===== src/rtl/mem_access_stage.sv =====
// -----------------------------------------------------------------------------
// mem_access_stage
//
// Memory-access stage of the 5-stage pipeline. It sits directly downstream of
// the EX/MEM barrier. Loads and stores run over a req/ready data-memory
// handshake, and the stage holds the upstream pipeline while an access is
// outstanding. Results are registered into WB, so the MEM/WB register is built
// into this module. Non-memory ops pass through with one cycle of latency.
//
// Configuration macro:
//   MEM_MISALIGN_CHECK_EN
//     Defined:   an access whose address has bits [1:0] != 0 is dropped.
//                It is not issued, and memMisaligned pulses for one cycle.
//     Undefined: there is no alignment check, and memMisaligned is tied to 0.
//
// Parameters:
//   DATA_WIDTH       data / ALU result width
//   REG_INDEX_WIDTH  register index width
//   TIMEOUT_CYCLES   maximum number of ACCESS cycles spent waiting on
//                    dmemReady; 0 disables the timeout
//
// Ports:
//   clk, reset                  rising-edge clock; asynchronous active-high reset
//   memAluResult                address (load/store) or ALU result from EX/MEM
//   memMemoryWriteData          store data from EX/MEM
//   memWriteRegisterIndex       destination register from EX/MEM
//   memMemWrite                 store flag
//   memMemToReg                 load flag
//   memRegWrite                 register-write flag
//   memStall                    combinational; holds PC/IF/ID/EX and EX/MEM
//   dmemReq                     registered memory request
//   dmemWe                      memory write enable (1 = write, 0 = read)
//   dmemAddr                    memory byte address
//   dmemWriteData               memory store data
//   dmemReady, dmemReadData     memory completion handshake and load data
//   wbResult                    result to WB
//   wbWriteRegisterIndex        destination register to WB
//   wbRegWrite                  register-write enable to WB
//   memTimeout                  sticky flag: an access timed out
//   memMisaligned               one-cycle pulse: a misaligned access was dropped
// -----------------------------------------------------------------------------
module mem_access_stage #(
  parameter int DATA_WIDTH      = 32,
  parameter int REG_INDEX_WIDTH = 5,
  parameter int TIMEOUT_CYCLES  = 255
) (
  input  logic                       clk,
  input  logic                       reset,
  input  logic [DATA_WIDTH-1:0]      memAluResult,
  input  logic [DATA_WIDTH-1:0]      memMemoryWriteData,
  input  logic [REG_INDEX_WIDTH-1:0] memWriteRegisterIndex,
  input  logic                       memMemWrite,
  input  logic                       memMemToReg,
  input  logic                       memRegWrite,
  output logic                       memStall,
  output logic                       dmemReq,
  output logic                       dmemWe,
  output logic [DATA_WIDTH-1:0]      dmemAddr,
  output logic [DATA_WIDTH-1:0]      dmemWriteData,
  input  logic                       dmemReady,
  input  logic [DATA_WIDTH-1:0]      dmemReadData,
  output logic [DATA_WIDTH-1:0]      wbResult,
  output logic [REG_INDEX_WIDTH-1:0] wbWriteRegisterIndex,
  output logic                       wbRegWrite,
  output logic                       memTimeout,
  output logic                       memMisaligned
);

  localparam logic [0:0] IDLE   = 1'b0;
  localparam logic [0:0] ACCESS = 1'b1;

  // The counter keeps at least one bit so the design still elaborates when the
  // timeout is disabled.
  localparam int CNT_W = (TIMEOUT_CYCLES > 0) ? $clog2(TIMEOUT_CYCLES + 1) : 1;
  localparam logic [CNT_W-1:0] CNT_LAST =
    (TIMEOUT_CYCLES > 0) ? CNT_W'(TIMEOUT_CYCLES - 1) : {CNT_W{1'b0}};
  localparam logic [CNT_W-1:0] CNT_MAX    = {CNT_W{1'b1}};
  localparam logic             TIMEOUT_EN = (TIMEOUT_CYCLES != 0);

  logic [0:0]                 state;
  logic [CNT_W-1:0]           counter;
  logic                       cap_load;
  logic                       cap_reg_write;
  logic [REG_INDEX_WIDTH-1:0] cap_index;

  logic is_access;
  logic misaligned;
  logic issue;
  logic timeout_hit;

  // Decode the EX/MEM request and detect the last cycle before a timeout.
  always_comb begin
    is_access = memMemWrite | memMemToReg;
`ifdef MEM_MISALIGN_CHECK_EN
    misaligned = is_access & (memAluResult[1:0] != 2'b00);
`else
    misaligned = 1'b0;
`endif
    issue       = is_access & ~misaligned;
    timeout_hit = TIMEOUT_EN & (counter == CNT_LAST) & ~dmemReady;
  end

  // Stall generation. The stall drops in the completion cycle so that upstream
  // advances on the same edge that retires the access.
  always_comb begin
    memStall = 1'b0;
    case (state)
      IDLE:    memStall = issue;
      ACCESS:  memStall = ~(dmemReady | timeout_hit);
      default: memStall = 1'b0;
    endcase
  end

`ifdef MEM_MISALIGN_CHECK_EN
  // One-cycle pulse that flags a misaligned access dropped in IDLE.
  always_ff @(posedge clk or posedge reset) begin
    if (reset) begin
      memMisaligned <= 1'b0;
    end else begin
      memMisaligned <= (state == IDLE) & misaligned;
    end
  end
`else
  assign memMisaligned = 1'b0;
`endif

  // Main FSM: memory handshake, MEM/WB register and timeout tracking.
  always_ff @(posedge clk or posedge reset) begin
    if (reset) begin
      state                <= IDLE;
      counter              <= {CNT_W{1'b0}};
      cap_load             <= 1'b0;
      cap_reg_write        <= 1'b0;
      cap_index            <= {REG_INDEX_WIDTH{1'b0}};
      dmemReq              <= 1'b0;
      dmemWe               <= 1'b0;
      dmemAddr             <= {DATA_WIDTH{1'b0}};
      dmemWriteData        <= {DATA_WIDTH{1'b0}};
      wbResult             <= {DATA_WIDTH{1'b0}};
      wbWriteRegisterIndex <= {REG_INDEX_WIDTH{1'b0}};
      wbRegWrite           <= 1'b0;
      memTimeout           <= 1'b0;
    end else begin
      case (state)
        IDLE: begin
          if (issue) begin
            // When both load and store are set, the op is treated as a store,
            // so the captured result is the address.
            cap_load      <= memMemToReg & ~memMemWrite;
            cap_reg_write <= memRegWrite;
            cap_index     <= memWriteRegisterIndex;
            dmemReq       <= 1'b1;
            dmemWe        <= memMemWrite;
            dmemAddr      <= memAluResult;
            dmemWriteData <= memMemoryWriteData;
            counter       <= {CNT_W{1'b0}};
            wbRegWrite    <= 1'b0;
            state         <= ACCESS;
          end else if (misaligned) begin
            wbRegWrite <= 1'b0;
          end else begin
            wbResult             <= memAluResult;
            wbWriteRegisterIndex <= memWriteRegisterIndex;
            wbRegWrite           <= memRegWrite;
          end
        end
        ACCESS: begin
          if (dmemReady) begin
            // Ready has priority over a timeout in the same cycle.
            dmemReq              <= 1'b0;
            wbResult             <= cap_load ? dmemReadData : dmemAddr;
            wbWriteRegisterIndex <= cap_index;
            wbRegWrite           <= cap_reg_write;
            state                <= IDLE;
          end else if (timeout_hit) begin
            dmemReq    <= 1'b0;
            memTimeout <= 1'b1;
            wbRegWrite <= 1'b0;
            state      <= IDLE;
          end else begin
            // The counter saturates instead of wrapping.
            if (counter != CNT_MAX) begin
              counter <= counter + {{(CNT_W-1){1'b0}}, 1'b1};
            end else begin
              counter <= counter;
            end
            wbRegWrite <= 1'b0;
          end
        end
        default: begin
          state      <= IDLE;
          dmemReq    <= 1'b0;
          wbRegWrite <= 1'b0;
        end
      endcase
    end
  end

endmodule


===== config.mk =====
export PLATFORM = sky130hd
export DESIGN_NAME = mem_access_stage
export DESIGN_NICKNAME = d
export VERILOG_FILES = /design/src/rtl/mem_access_stage.sv
export SDC_FILE = /design/constraint.sdc
export NUM_CORES = 1
export LEC_CHECK = 0
export ABC_AREA = 1
export BUFFER_PORTS_ARGS = -buffer_cell sky130_fd_sc_hd__buf_2
export CAP_MARGIN = 25
export CORE_MARGIN = 3
export CORE_UTILIZATION = 35
export CTS_CLUSTER_DIAMETER = 200
export DETAILED_ROUTE_END_ITERATION = 16
export HOLD_SLACK_MARGIN = 0.15
export SLEW_MARGIN = 20
export SYNTH_ARGS = -nofsm -noshare
export SYNTH_HDL_FRONTEND = slang
export SYNTH_SLANG_ARGS = --single-unit

===== constraint.sdc =====
create_clock -name clk -period 7.2 [get_ports clk]
set_input_delay 0.36 -clock clk [delete_from_list [all_inputs] [get_ports clk]]
set_output_delay 0.36 -clock clk [all_outputs]
set_load 0.05 [all_outputs]

==> reports/metrics.cfg, run 1 <==
[power_and_ir_drop]
p_sw_frac=0.503
seq_power_share=0.314
power.switching_w=0.00179
p_leak_nw=3.87
powerDensity_nw_per_um2=479
clkPwrFrac=0.204
ir_worst_vdd_uv=202
p_comb_frac=0.482
p_int_w=0.00177

[clocking]
post_cts_buffers=0
hold_buffers=35
root_buffer=clkbuf_16
insertion_delay_ns=0.41
clk_pin_slew_ns=0.05
cts_tree=yes
clock-sinks=121
ctsResizeCount=0
numCtsBuffers=17
htree_levels=4
cts.path.max_buffers=2

[sta]
tightest_slew_ns=0.907
rsz0062_at_grt=false
setup_tns_ns=0
fmax_mhz=329
finalHoldViolations=0
skew_ns=0.00979
setup_violations=0
relSlewSlack=0.395
report.final.slew_viol_count=0
period_share=0.422
fin_crit_ns=3.04

[yosys]
synth.largest_area_cell=dfrtp_1
synthesis.area_sq_um=5410
synth_xor_area_frac=0
avgSynthCellArea_sq_um=8.10
ys_ff_latch=121
synth_ff_type=dfrtp_1
synthAdderAreaFrac=0.00462
muxShareOfSynthArea=0
synth-simple-area-share=0.256
yosysUniqueCellTypes=26
yosysTopAreaCellShare=0.560
synthCells=668
synth_edf_count=0
synth_compound_area_frac=0.126
synth-async-reset-ratio=1.00
synth_top_family_by_area=simple AND/OR/NAND/NOR gates
seq_area_frac_synth=0.560
synth_nets=777
yosys_warnings=0
yosys-top-cells-area=dfrtp_1, nand2_1, a21oi_1

[global_routing]
grt_max_degree=82
grt_usage=0.193
grt_pass1_vias=5092
grt_pass1_wl_um=25600
grt_overflow=0
antenna_found_initial=1

[floorplanning]
die_area_sq_um=17000
die_w_um=130
coreArea_sq_um=14800
row_count=44
io_pins=214
initial_utilization=0.365
die_h_um=130

[setup_path]
required_ns=6.84
path_class=flop to primary output
worstPathArrival_ns=2.68
r2r_setup_slack_ns=4.71
worst_r2r_endpoint=dmemAddr[18]$_DFFE_PP0P_
r2r-start=state$_DFF_PP0_
crit_path_end_kind=primary output
start_kind=flop
rr_worst_depth=7
cp_max_fo=77

[cells_and_area]
fin_area_sq_um=7430
diodes=0
area_growth_pct=37.2
drive_gt1_frac=0.290
fin_nets=1010
instances_no_fill=1094

[route]
antenna_left=0
dr.pass1.iters=4
drt-initial-drc-count=296
wl_per_cell_um=14.9
wirelength_um=16300
num_vias=5194
via_per_inst=4.75
remaining_drc_errors=0

[min_path]
hold_depth=3
hp-class=input pin to flop
worst_hold_path.endpoint=dmemWriteData[20]$_DFFE_PP0P_
min-delay-start=memMemoryWriteData[20]

[status]
status=finished, final reports clean

[placement]
placedCellCount=1030
hpwl_um=10600
place.gp.congestion=0.782
portBuffers=212
place_area_sq_um=6560

[job]
cap_violations=0

==> stage by stage <==
stage	hold WS [ns]	power, W	setup WS [ns]	utilization
final	0.165	0.00356	4.16	0.501
after global placement	0.445	0.00282	4.57	0.443
after floorplan	0.449	0.00239	3.63	-
after global routing	0.165	0.00377	3.94	0.501
after CTS	0.150	0.00359	4.08	0.500
after detailed placement	0.445	0.00283	4.53	0.443
==> worst max path at each step <==
| stage | slack, ns | to | cells past startpoint | startpoint |
|---|---|---|---|---|
| finish | 4.16 | memStall | 6 | state$_DFF_PP0_ |
| global route | 3.94 | memStall | 6 | state$_DFF_PP0_ |
| CTS | 4.08 | memStall | 6 | state$_DFF_PP0_ |
| detailed placement | 4.53 | memStall | 6 | state$_DFF_PP0_ |
| global placement | 4.57 | memStall | 6 | state$_DFF_PP0_ |
| floorplan | 3.63 | cap_index[0]$_DFFE_PP0P_ | 1 | reset |
==> kinds of logic (layout without fill, tap and decap cells) <==
kind of cell    Yosys count  count (layout)
compound gates          132             132
fa+ha+maj                 2               2
buf+inv                  61             303
flops                   121             121
other cells               1               1
simple gates            351             351
==> flip-flops by register name, summed over array words and instances, names as in the netlist <==
register / count
dmemAddr: 32
wbRegWrite: 1
dmemWe: 1
dmemReq: 1
cap_load: 1
dmemWriteData: 32
wbResult: 32
cap_index: 5
wbWriteRegisterIndex: 5
state: 1
cap_reg_write: 1
counter: 8
memTimeout: 1
==> layout by cell type (no fill, tap or decap), drive strengths merged, types with 9 or more instances in the layout <==
| cell | netlist | routed |
|---|---|---|
| a21oi | 74 | 74 |
| clkbuf | 11 | 23 |
| o21ai | 49 | 49 |
| nand3 | 9 | 9 |
| buf | 28 | 218 |
| nor2 | 98 | 98 |
| nand2 | 242 | 242 |
| inv | 22 | 22 |
| dlygate4sd3 | 0 | 35 |
| dfrtp | 121 | 121 |
==> cell type report <==
type,count,area [sq um]
Fill cell,1394,7380
Clock inverter,5,25.0
Inverter,22,87.6
Timing Repair Buffer,253,1480
Clock buffer,23,468
Sequential cell,121,3030
Multi-Input combinational cell,486,2110
Tap cell,184,230
==> power by group through the flow <==
stage,Sequential (W),Combinational (W),Clock [W]
after floorplan,0.00191,0.000489,0
after global placement,0.00112,0.00170,0
after detailed placement,0.00112,0.00171,0
after CTS,0.00112,0.00172,0.000749
after global routing,0.00115,0.00184,0.000778
final,0.00112,0.00172,0.000726
==> critical path, cell delays in order, from the launching register on <==
cell     delay, ns
dfrtp_1       0.55
inv_2         0.13
buf_4         0.64
o21ai_4       0.12
buf_4         0.38
nand2_1       0.17
buf_2         0.28
==> synthesized netlist by cell type, types with 3 or more instances <==
cell,n
o21ai_1,13
nand3_1,6
inv_1,19
nand2_2,8
buf_2,26
o21bai_1,3
a21oi_1,74
nand2_1,234
a31oi_1,5
dfrtp_1,121
clkbuf_1,11
nor2_1,96
o21ai_0,34
==> metal layers <==
layer,global-route usage,vias to the layer above,part of all wire,routed length (um)
met3,0.0679,16,0.083,1360
li1,-,2588,-,-
met1,0.246,2386,0.44,7170
met2,0.307,202,0.46,7600
met5,0,-,0.00080,13
met4,0.0623,2,0.012,198
Power figures use the tool's default switching activity.
==> run 2: changes to the inputs <==
==> constraint.sdc (replaced) <==
create_clock -name clk -period 3 [get_ports clk]
set_input_delay 0.15 -clock clk [delete_from_list [all_inputs] [get_ports clk]]
set_output_delay 0.15 -clock clk [all_outputs]
set_load 0.05 [all_outputs]
==> run 2 against run 1 <==
Sequential share of layout area down 4.5 points; design area up 12%; sequential power up 130%; critical path type unchanged.
==> reports/metrics.cfg, run 2 (synthesis gave the netlist of run 1 again) <==
[global_routing]
grt_usage=0.212
grt_max_degree=68
grt_pass1_vias=5615
grt_overflow=0
grt_pass1_wl_um=28200
antenna_found_initial=1

[cells_and_area]
multi_input_area_sq_um=2110
layout_commonest_cell=nand2_1
fillers=1317
post-route-util=0.563
reg_top3=dmemAddr: 32 flops, dmemWriteData: 32 flops, wbResult: 32 flops
area_growth_pct=54.2
final_cell_mix=nand2_1, buf_2, dfrtp_1
seq_area_sq_um=3030
diodes=0
fin_nets=1087
drive_gt1_frac=0.280

[floorplanning]
die_area_sq_um=17000
coreArea_sq_um=14800
die_h_um=130
die_w_um=130
io_pins=214
row_count=44
initial_utilization=0.365

[power_and_ir_drop]
clkPwrFrac=0.248
p_leak_nw=4.25
power.switching_w=0.00439
powerDensity_nw_per_um2=1100
p_comb_frac=0.466
p_sw_frac=0.479
p_int_w=0.00477
seq_power_share=0.286
ir_worst_vdd_uv=563

[sta]
fmax_mhz=452
finalHoldViolations=0
skew_ns=0.00967
report.final.slew_viol_count=0
setup_tns_ns=0
tightest_slew_ns=0.903
fin_crit_ns=2.21
period_share=0.738
relSlewSlack=0.396
rsz0062_at_grt=false
setup_violations=0

[placement]
hpwl_um=10900
place.gp.congestion=0.788
portBuffers=212

[clocking]
numCtsBuffers=17
ctsResizeCount=0
hold_buffers=105
htree_levels=4
insertion_delay_ns=0.42
clk_pin_slew_ns=0.05
clock-sinks=121
root_buffer=clkbuf_16
cts.path.max_buffers=2
post_cts_buffers=0
cts_tree=yes

[status]
status=finished, final reports clean

[route]
wl_met2_um=8280
wl_per_cell_um=14.7
wl_met3_um=1190
via_per_inst=4.73
m1WireLength_um=7490
wirelength_um=17300
num_vias=5558
routed.top_layer=met5
dr.pass1.iters=4
antenna_left=0
remaining_drc_errors=0
drt-initial-drc-count=256

[min_path]
hp-class=input pin to flop

[setup_path]
start_kind=flop
r2r-start=state$_DFF_PP0_
required_ns=2.85
cp_max_fo=51
cpPeakStageDelay_ns=0.45
path_cells=buf_4, inv_2, buf_4, nor2_1, nand2_1, nand2_1, buf_2
crit_path_end_kind=primary output
cp-endpoint=memStall
worstPathArrival_ns=2.06
worst_r2r_endpoint=counter[7]$_DFFE_PP0P_
rr_worst_depth=9
path_class=flop to primary output
r2r_setup_slack_ns=0.79
slowest_stage=buf_4
startpoint=state$_DFF_PP0_

[job]
cap_violations=0

==> run 2: cell count changes in the layout (fill, tap and decap cells not counted) <==
cell,change
buf_12,+2
buf_16,-1
buf_4,+6
bufinv_16,+5
clkbuf_1,-3
clkinv_2,-4
clkinvlp_4,+5
dlygate4sd3_1,+70
inv_4,-1
inv_6,+1
==> run 2: metrics by stage <==
step / cells / worst slack (ns) / hold slack, ns / total power [W] / cell area [sq um]
6_report: 1174 / 0.786 / 0.183 / 0.00916 / 8340
5_1_grt: 1174 / 0.591 / 0.191 / 0.00968 / 8340
4_1_cts: 1174 / 0.726 / 0.161 / 0.00923 / 8340
3_5_place_dp: 1038 / 0.757 / 0.180 / 0.00682 / 6640
3_3_place_gp: 1038 / 0.832 / 0.177 / 0.00679 / 6640
2_1_floorplan: 668 / 1.37 / 0.260 / 0.00575 / 5420
==> run 2: metal layers <==
metal  global-route usage  vias up
met1                0.267     2581
met4               0.0750        2
met3               0.0700       32
met5                    0        -
li1                     -     2739
met2                0.341      204
==> run 2: worst max-delay path: cells and delay by family, from the launching register on <==
| family | cells | cell delay [ns] |
|---|---|---|
| flip-flops | 1 | 0.35 |
| AND/OR/NAND/NOR | 3 | 0.31 |
| buffers and inverters | 4 | 0.98 |
==> run 2: layout make-up <==
class	count	share of cell area
inverters	22	0.0106
repair buffers	330	0.268
flip-flops and latches	121	0.363
multi-input cells	486	0.253
clock inverters	11	0.0232
well taps	184	0.0276
clock buffers	20	0.0547
==> run 2: worst min path at each step <==
stage	from	endpoint	slack, ns	cells after the start
floorplan	memWriteRegisterIndex[0]	cap_index[0]$_DFFE_PP0P_	0.26	2
global placement	reset	dmemWriteData[15]$_DFFE_PP0P_	0.18	2
detailed placement	reset	dmemWriteData[15]$_DFFE_PP0P_	0.18	2
CTS	memMemToReg	dmemReq$_DFFE_PP0P_	0.16	6
global route	memMemToReg	dmemReq$_DFFE_PP0P_	0.19	6
finish	memMemToReg	dmemReq$_DFFE_PP0P_	0.18	6
==> run 2: power by group through the flow <==
| stage | Sequential [W] | Clock, W | Combinational [W] |
|---|---|---|---|
| global route | 0.00269 | 0.00239 | 0.00460 |
| finish | 0.00262 | 0.00227 | 0.00427 |
| global placement | 0.00264 | 0 | 0.00415 |
| floorplan | 0.00457 | 0 | 0.00117 |
| detailed placement | 0.00262 | 0 | 0.00420 |
| CTS | 0.00262 | 0.00231 | 0.00430 |
